### src/rtl/bus_pkg.sv
// Shared definitions for the CPU data-bus demultiplexer: FSM encoding and
// default address map / timeout values.
package bus_pkg;

    typedef enum logic [1:0] {
        IDLE  = 2'd0,
        BUSY0 = 2'd1,
        BUSY1 = 2'd2,
        DONE  = 2'd3
    } state_e;

    localparam logic [31:0] MMIO_BASE_DEF = 32'hFFFF_0000;
    localparam int          TIMEOUT_DEF   = 15;

endpackage

### src/rtl/multiplexer_2to1.sv
// Generic two-input multiplexer shared with the processor datapath.
module multiplexer_2to1 #(
    parameter int WIDTH = 32
) (
    input  logic [WIDTH-1:0] a_i,
    input  logic [WIDTH-1:0] b_i,
    input  logic             sel_i,
    output logic [WIDTH-1:0] y_o
);

    assign y_o = sel_i ? b_i : a_i;

endmodule

### src/rtl/data_bus_demux.sv
// Routes the CPU data-memory port to data memory (target 0) or MMIO (target 1)
// using a registered four-phase req/ack handshake with a per-transaction timeout.
module data_bus_demux
    import bus_pkg::*;
#(
    parameter int                    DATA_WIDTH = 32,
    parameter int                    ADDR_WIDTH = 32,
    parameter logic [ADDR_WIDTH-1:0] MMIO_BASE  = ADDR_WIDTH'(MMIO_BASE_DEF),
    parameter int                    TIMEOUT    = TIMEOUT_DEF
) (
    input  logic                  clk,
    input  logic                  reset,
    input  logic                  cpu_req,
    input  logic                  cpu_we,
    input  logic [ADDR_WIDTH-1:0] cpu_addr,
    input  logic [DATA_WIDTH-1:0] cpu_wdata,
    output logic [DATA_WIDTH-1:0] cpu_rdata,
    output logic                  cpu_ack,
    output logic                  cpu_err,
    output logic                  t0_req,
    output logic                  t0_we,
    output logic [ADDR_WIDTH-1:0] t0_addr,
    output logic [DATA_WIDTH-1:0] t0_wdata,
    input  logic [DATA_WIDTH-1:0] t0_rdata,
    input  logic                  t0_ack,
    output logic                  t1_req,
    output logic                  t1_we,
    output logic [ADDR_WIDTH-1:0] t1_addr,
    output logic [DATA_WIDTH-1:0] t1_wdata,
    input  logic [DATA_WIDTH-1:0] t1_rdata,
    input  logic                  t1_ack
);

    localparam int            CW       = $clog2(TIMEOUT + 1);
    localparam logic [CW-1:0] CNT_MAX  = CW'(TIMEOUT);
    localparam logic [CW-1:0] CNT_LAST = CW'(TIMEOUT - 1);

    state_e                  state_q;
    logic                    sel_q;
    logic                    we_q;
    logic [ADDR_WIDTH-1:0]   addr_q;
    logic [DATA_WIDTH-1:0]   wdata_q;
    logic [DATA_WIDTH-1:0]   rdata_q;
    logic                    ack_q;
    logic                    err_q;
    logic [CW-1:0]           cnt_q;

    logic                    addr_hit;
    logic                    tgt_ack;
    logic [DATA_WIDTH-1:0]   tgt_rdata;

    assign addr_hit = (cpu_addr >= MMIO_BASE);
    // Only the captured target's ack counts; the other target is ignored.
    assign tgt_ack  = sel_q ? t1_ack : t0_ack;

    multiplexer_2to1 #(
        .WIDTH(DATA_WIDTH)
    ) u_rdata_mux (
        .a_i  (t0_rdata),
        .b_i  (t1_rdata),
        .sel_i(sel_q),
        .y_o  (tgt_rdata)
    );

    always_ff @(posedge clk or posedge reset) begin
        if (reset) begin
            state_q <= IDLE;
            sel_q   <= 1'b0;
            we_q    <= 1'b0;
            addr_q  <= '0;
            wdata_q <= '0;
            rdata_q <= '0;
            ack_q   <= 1'b0;
            err_q   <= 1'b0;
            cnt_q   <= '0;
        end else begin
            case (state_q)
                IDLE: begin
                    if (cpu_req) begin
                        sel_q   <= addr_hit;
                        we_q    <= cpu_we;
                        addr_q  <= cpu_addr;
                        wdata_q <= cpu_wdata;
                        cnt_q   <= '0;
                        state_q <= addr_hit ? BUSY1 : BUSY0;
                    end
                end
                BUSY0, BUSY1: begin
                    // Ack beats a timeout landing on the same edge.
                    if (tgt_ack) begin
                        rdata_q <= we_q ? '0 : tgt_rdata;
                        err_q   <= 1'b0;
                        ack_q   <= 1'b1;
                        state_q <= DONE;
                    end else if (cnt_q == CNT_LAST) begin
                        rdata_q <= '0;
                        err_q   <= 1'b1;
                        ack_q   <= 1'b1;
                        state_q <= DONE;
                    end
                    if (cnt_q != CNT_MAX) begin
                        cnt_q <= cnt_q + CW'(1);
                    end
                end
                DONE: begin
                    if (!cpu_req) begin
                        ack_q   <= 1'b0;
                        err_q   <= 1'b0;
                        state_q <= IDLE;
                    end
                end
                default: state_q <= IDLE;
            endcase
        end
    end

    assign t0_req    = (state_q == BUSY0);
    assign t1_req    = (state_q == BUSY1);
    assign t0_we     = we_q;
    assign t1_we     = we_q;
    assign t0_addr   = addr_q;
    assign t1_addr   = addr_q;
    assign t0_wdata  = wdata_q;
    assign t1_wdata  = wdata_q;
    assign cpu_rdata = rdata_q;
    assign cpu_ack   = ack_q;
    assign cpu_err   = err_q;

endmodule
### config.mk
export PLATFORM = sky130hd
export DESIGN_NAME = data_bus_demux
export DESIGN_NICKNAME = d
export VERILOG_FILES = /design/src/rtl/bus_pkg.sv /design/src/rtl/multiplexer_2to1.sv /design/src/rtl/data_bus_demux.sv
export SDC_FILE = /design/constraint.sdc
export NUM_CORES = 1
export LEC_CHECK = 0
export ABC_AREA = 1
export BUFFER_PORTS_ARGS = -buffer_cell sky130_fd_sc_hd__buf_2
export CORE_AREA = 2 2 117 119
export CTS_CLUSTER_DIAMETER = 150
export DETAILED_ROUTE_END_ITERATION = 10
export DIE_AREA = 0 0 119 121
export PLACE_DENSITY = 0.85
export SYNTH_ARGS = -nofsm -noshare
export SYNTH_HDL_FRONTEND = slang
export SYNTH_SLANG_ARGS = --single-unit
### constraint.sdc
create_clock -name clk -period 5.3 [get_ports clk]
set_input_delay 0.795 -clock clk [delete_from_list [all_inputs] [get_ports clk]]
set_output_delay 0.795 -clock clk [all_outputs]
set_load 0.01 [all_outputs]
* Word level (Yosys, flattened, before mapping)
Cells that the tools add are included.
** Storage, ports and cells
- Flip-flop bits (word level) :: 106
- Bits of input ports :: 134
- Output and inout bits :: 166
- Logic and storage cells :: 50
** Cells by class
- Add/subtract/negate cells :: 1
- Order comparisons :: 1
- Equality and inequality tests :: 9
- Muxes and demuxes :: 20
- Reductions and logical operators :: 10
** Operator list (number)
- $mux W32 :: 4
- $ge A32 B32 Y1 const B :: 1
- $mux W2 :: 5
- $reduce_and A3 Y1 :: 3
- $mux W4 :: 2
- $pmux W4 S2 :: 1
- $ne A2 B2 Y1 const B :: 3
- $pmux W2 S3 :: 1
- $reduce_bool A2 Y1 :: 3
- $mux W1 :: 5
- $add A4 B1 Y4 const B :: 1
- $eq A2 B2 Y1 const B :: 2
- $eq A4 B4 Y1 const B :: 1
- $ne A4 B4 Y1 const B :: 1
- $pmux W1 S2 :: 2
- $reduce_and A2 Y1 :: 2
- $ne A3 B3 Y1 const B :: 1
- $eq A2 B1 Y1 const B :: 1
- $logic_not A2 Y1 :: 1
- $reduce_or A2 Y1 :: 1

* Logic depth before layout (Yosys ltp)
- Word-level depth :: 4
- Gate-level depth with buffers :: 9
- Gate-level depth less buffers :: 8

* Hierarchy
From an unflattened synthesis, not the netlist that was laid out.
** Unflattened totals
- Cells, all modules :: 672
- Area, all modules :: 5411.4 µm²
** Modules (own cells, without submodules)
- data_bus_demux :: instances 1, cells each 568, area each 4919.7 µm², seq. area each 2652.5 µm²
- multiplexer_2to1 :: instances 1, cells each 104, area each 491.7 µm², seq. area each 0.0 µm²

* Least setup slack after synthesis
No wires, ideal clock.
- Path kind :: input port to flip-flop
- Start :: in t1_ack
- End :: reg rdata_q[10] (netlist: cpu_rdata[10])
- Setup time :: 0.122 ns
- Data arrival time :: 1.457 ns
- Data required time :: 5.178 ns
- Path slack :: 3.721 ns
- Stages on the path :: 8
- Buffers on the path :: 2
- Cell sequence :: inv_1 > nand2_2 > o21ai_4 > nand2_1 > nand2_1 > buf_6 > buf_4 > o21ai_1
** On the way
- Cells in the longest elaborated chain, start to end :: 3
- Elaborated cells between the ends (all ways) :: 4
- Classes of those cells :: mux: 2; reduce/logical: 2
** Ends and longest elaborated chain
- start, declared :: RTL line data_bus_demux.sv:31 : input logic t1_ack
- $mux W1 * :: RTL line data_bus_demux.sv:54 : assign tgt_ack = sel_q ? t1_ack : t0_ack;
- $reduce_bool A2 Y1 (no line)
- $reduce_and A2 Y1 (no line)
- end signal, assigned :: RTL line data_bus_demux.sv:91 : rdata_q <= we_q ? '0 : tgt_rdata;
- end, declared :: RTL line data_bus_demux.sv:43 : logic [DATA_WIDTH-1:0] rdata_q;
Every way passes the cells marked *; elsewhere a longest branch is shown, timed or not.
A chain may end at the register's enable or synchronous reset.

* Final worst setup path
- Start :: reg sel_q
- End :: reg rdata_q[12] (netlist: cpu_rdata[12])
** On the way
- Cells in the longest elaborated chain, start to end :: 3
- Elaborated cells between the ends (all ways) :: 6
- Classes of those cells :: mux: 4; reduce/logical: 2
** Ends and longest elaborated chain
- start, declared :: RTL line data_bus_demux.sv:39 : logic sel_q;
- start signal, assigned :: RTL line data_bus_demux.sv:80 : sel_q <= addr_hit;
- $mux W32 or $mux W1 (tied branches) :: RTL line multiplexer_2to1.sv:11, data_bus_demux.sv:54
- $mux W32 or $reduce_bool A2 Y1 (tied branches)
- $mux W32 or $reduce_and A2 Y1 (tied branches)
Several ways; a longest one is shown, not always the timed one.

==> results.json <==
{
  "status": "complete, no violations",
  "antenna_found_initial": 0,
  "path_max_fanout": 65,
  "yosys-top-cells-count": "390 x nand2_1, 106 x dfrtp_1, 67 x buf_4, 33 x o21ai_1, 12 x inv_1",
  "fillCellCount": 1238,
  "gp_congestion": 0.807,
  "worstSetupPathType": "reg2reg",
  "htreeDepth": 3,
  "start_kind": "flip-flop",
  "slowest_stage": "nand2_2",
  "post_cts_resized": 0,
  "r2r-end": "cpu_rdata[12]$_DFFE_PP0P_",
  "cts_hold_buf": 0,
  "die_y_um": 121,
  "fmax_ghz": 0.474,
  "cts_root_buf": "clkbuf_16",
  "critPathArrivalTime_ps": 2360,
  "die-area_um2": 14400,
  "wl_met2_um": 6940,
  "ys_seq_area_share_pct": 50.8,
  "antennaDiodeCount": 0,
  "cts.clk_slew.worst_paths_ps": 70,
  "ios": 300,
  "fin_ws_ps": 3190,
  "hold_viol_final": 0,
  "place_hpwl_um": 10200,
  "drtIter0Drc": 241,
  "cts.path.max_buffers": 2,
  "grt_pass1_vias": 4421,
  "synthTopCellsByArea": "dfrtp_1 51%, nand2_1 28%, buf_4 9.6%",
  "finalWirelength_um": 13500,
  "synth_top_area_cell": "dfrtp_1",
  "num_vias": 4739,
  "slew-limit-headroom_pct": 31.0,
  "finClkSkew_ps": 13.0,
  "setup_viol_count_final": 0,
  "worst_pin_slew_ps": 1030,
  "met1_length_um": 5660,
  "synthArstFlopShare_pct": 100,
  "critPathCaptureType": "flip-flop",
  "reg2reg_depth": 7,
  "post_drt_wl_per_cell_um": 12.6,
  "endpoint": "cpu_rdata[12]$_DFFE_PP0P_",
  "ys_warn_count": 0,
  "grt_pass1_wl_um": 21600,
  "drc": 0,
  "rsz0062_at_grt": "no",
  "final_nets": 1030,
  "dr_wl_met3_um": 800,
  "cp-startpoint": "sel_q$_DFFE_PP0P_",
  "ys_types": 23,
  "max_stage_delay_ps": 750,
  "synth_nets": 811,
  "maxCapViolCount": 0,
  "insertion_delay_ps": 340,
  "rows": 42,
  "grt_max_degree": 71,
  "clkSinkCount": 106,
  "critPathRequiredTime_ps": 5550,
  "tns_ps": 0,
  "maxUsedRoutingLayer": "met4",
  "grt_usage_pct": 18.7,
  "synth_ff_type": "dfrtp_1",
  "synth_edf_count": 0,
  "portBuffers": 299,
  "core_area_um2": 13100,
  "synth_area_per_cell_um2": 7.78,
  "yosysMostFrequentCell": "nand2_1",
  "cts_tree": "yes",
  "hold_path_class": "reg2reg",
  "ys_ff_latch": 106,
  "min_period_ps": 2110,
  "path_cells": "buf_4, nand2_2, o21ai_4, nand2_1, nand2_2, nand2_1, o21ai_1",
  "p_per_area_nw_per_um2": 577,
  "die_w_um": 119,
  "overflow": 0,
  "maxSlewViolCount": 0,
  "reg2reg_setup_slack_ps": 3190,
  "cts_made_buffers": 9,
  "place_ws_ps": 2940,
  "first_pass_iters": 4,
  "fin_crit_sh_pct": 39.8,
  "avgViaCountPerCell": 4.42,
  "synth_top_cell_area_share_pct": 50.8,
  "leakagePower_nw": 3.99,
  "vdd_drop_max_uv": 192,
  "netlist_area_um2": 5220,
  "drtAntennaViolNets": 0,
  "area_growth_pct": 27.1,
  "syn_inst": 671,
  "start_util_pct": 39.9,
  "layout-drive-gt1-share_pct": 36.4,
  "r2r-start": "sel_q$_DFFE_PP0P_",
  "post_cts_buffers": 0
}
## worst max-delay path, delay by kind of cell, from the launching register on
| family | cells | cell delay [ps] |
|---|---|---|
| buffers and inverters | 1 | 340 |
| AO/OA/AOI/OAI | 2 | 240 |
| AND/OR/NAND/NOR | 4 | 1090 |
| flip-flops | 1 | 320 |
## layout by cell type, fill, tap and decap left out, types with 2 or more instances in the layout
master,netlist,final
ha_1,6,6
clkbuf_16,0,9
o21ai_0,5,5
nor2_1,10,10
nand3_1,4,4
buf_4,67,5
buf_2,11,299
o21ai_1,33,33
bufinv_16,0,2
inv_1,12,10
nand2_2,1,3
nand2_1,390,388
dfrtp_1,106,106
## metal layers
metal  track usage (%)  vias to the layer above
li1                  -                     2414
met1              22.9                     2132
met2              33.9                      185
met3              3.20                        8
met4              5.28                        0
met5                 0                        -
## state kept, by name, summed over array words and instances (netlist names)
signal and flops:
state_q 2, t0_we 1, t0_wdata 32, cnt_q 4, t0_addr 32, cpu_err 1
cpu_ack 1, cpu_rdata 32, sel_q 1
## how the worst min path moves through the flow
stage | from | end | slack, ps | cells after the start
after global placement | cpu_err$_DFFE_PP0P_ | cpu_err$_DFFE_PP0P_ | 470 | 2
after CTS | cpu_rdata[9]$_DFFE_PP0P_ | cpu_rdata[9]$_DFFE_PP0P_ | 500 | 2
final | cpu_rdata[3]$_DFFE_PP0P_ | cpu_rdata[3]$_DFFE_PP0P_ | 490 | 2
after global routing | cpu_rdata[4]$_DFFE_PP0P_ | cpu_rdata[4]$_DFFE_PP0P_ | 510 | 2
after floorplan | state_q[1]$_DFFE_PP0P_ | state_q[1]$_DFFE_PP0P_ | 500 | 2
after detailed placement | cpu_rdata[9]$_DFFE_PP0P_ | cpu_rdata[9]$_DFFE_PP0P_ | 480 | 2
## final cells by class
type                    instances  area (um^2)  area share [%]
clock buffers                  10          229            3.45
clock inverters                 6         90.1            1.36
inverters                      12         47.5           0.716
multi-input cells             457         1860            28.1
flip-flops and latches        106         2650            40.0
well taps                     176          220            3.32
repair buffers                304         1530            23.1
## kinds of logic (layout without fill, tap and decap cells)
| group | count (synthesis) | after routing | share of synthesized area, % |
|---|---|---|---|
| and+or+nand+nor | 408 | 408 | 29.6 |
| buffers and inverters | 108 | 332 | 13.6 |
| DFF | 106 | 106 | 50.8 |
| AOI/OAI and AO/OA | 41 | 41 | 4.19 |
| adders and majority gates | 6 | 6 | 1.44 |
| xor gates and xnor gates | 2 | 2 | 0.336 |
## stage by stage
stage	util (%)	cell area, um^2	total power [W]	cells	hold WS (ps)
floorplan	-	5220	0.00269	671	498
global placement	48.3	6320	0.00311	1055	467
detailed placement	48.3	6320	0.00316	1055	477
CTS	50.7	6640	0.00389	1071	496
global route	50.7	6640	0.00414	1071	506
finish	50.7	6640	0.00383	1071	488
## where the power goes
part | total, W | switching, W | internal (W)
clock network | 0.000709 | 0.000293 | 0.000416
logic | 0.00169 | 0.00103 | 0.000657
registers | 0.00143 | 0.000266 | 0.00116
(Power assumes the default switching activity.)
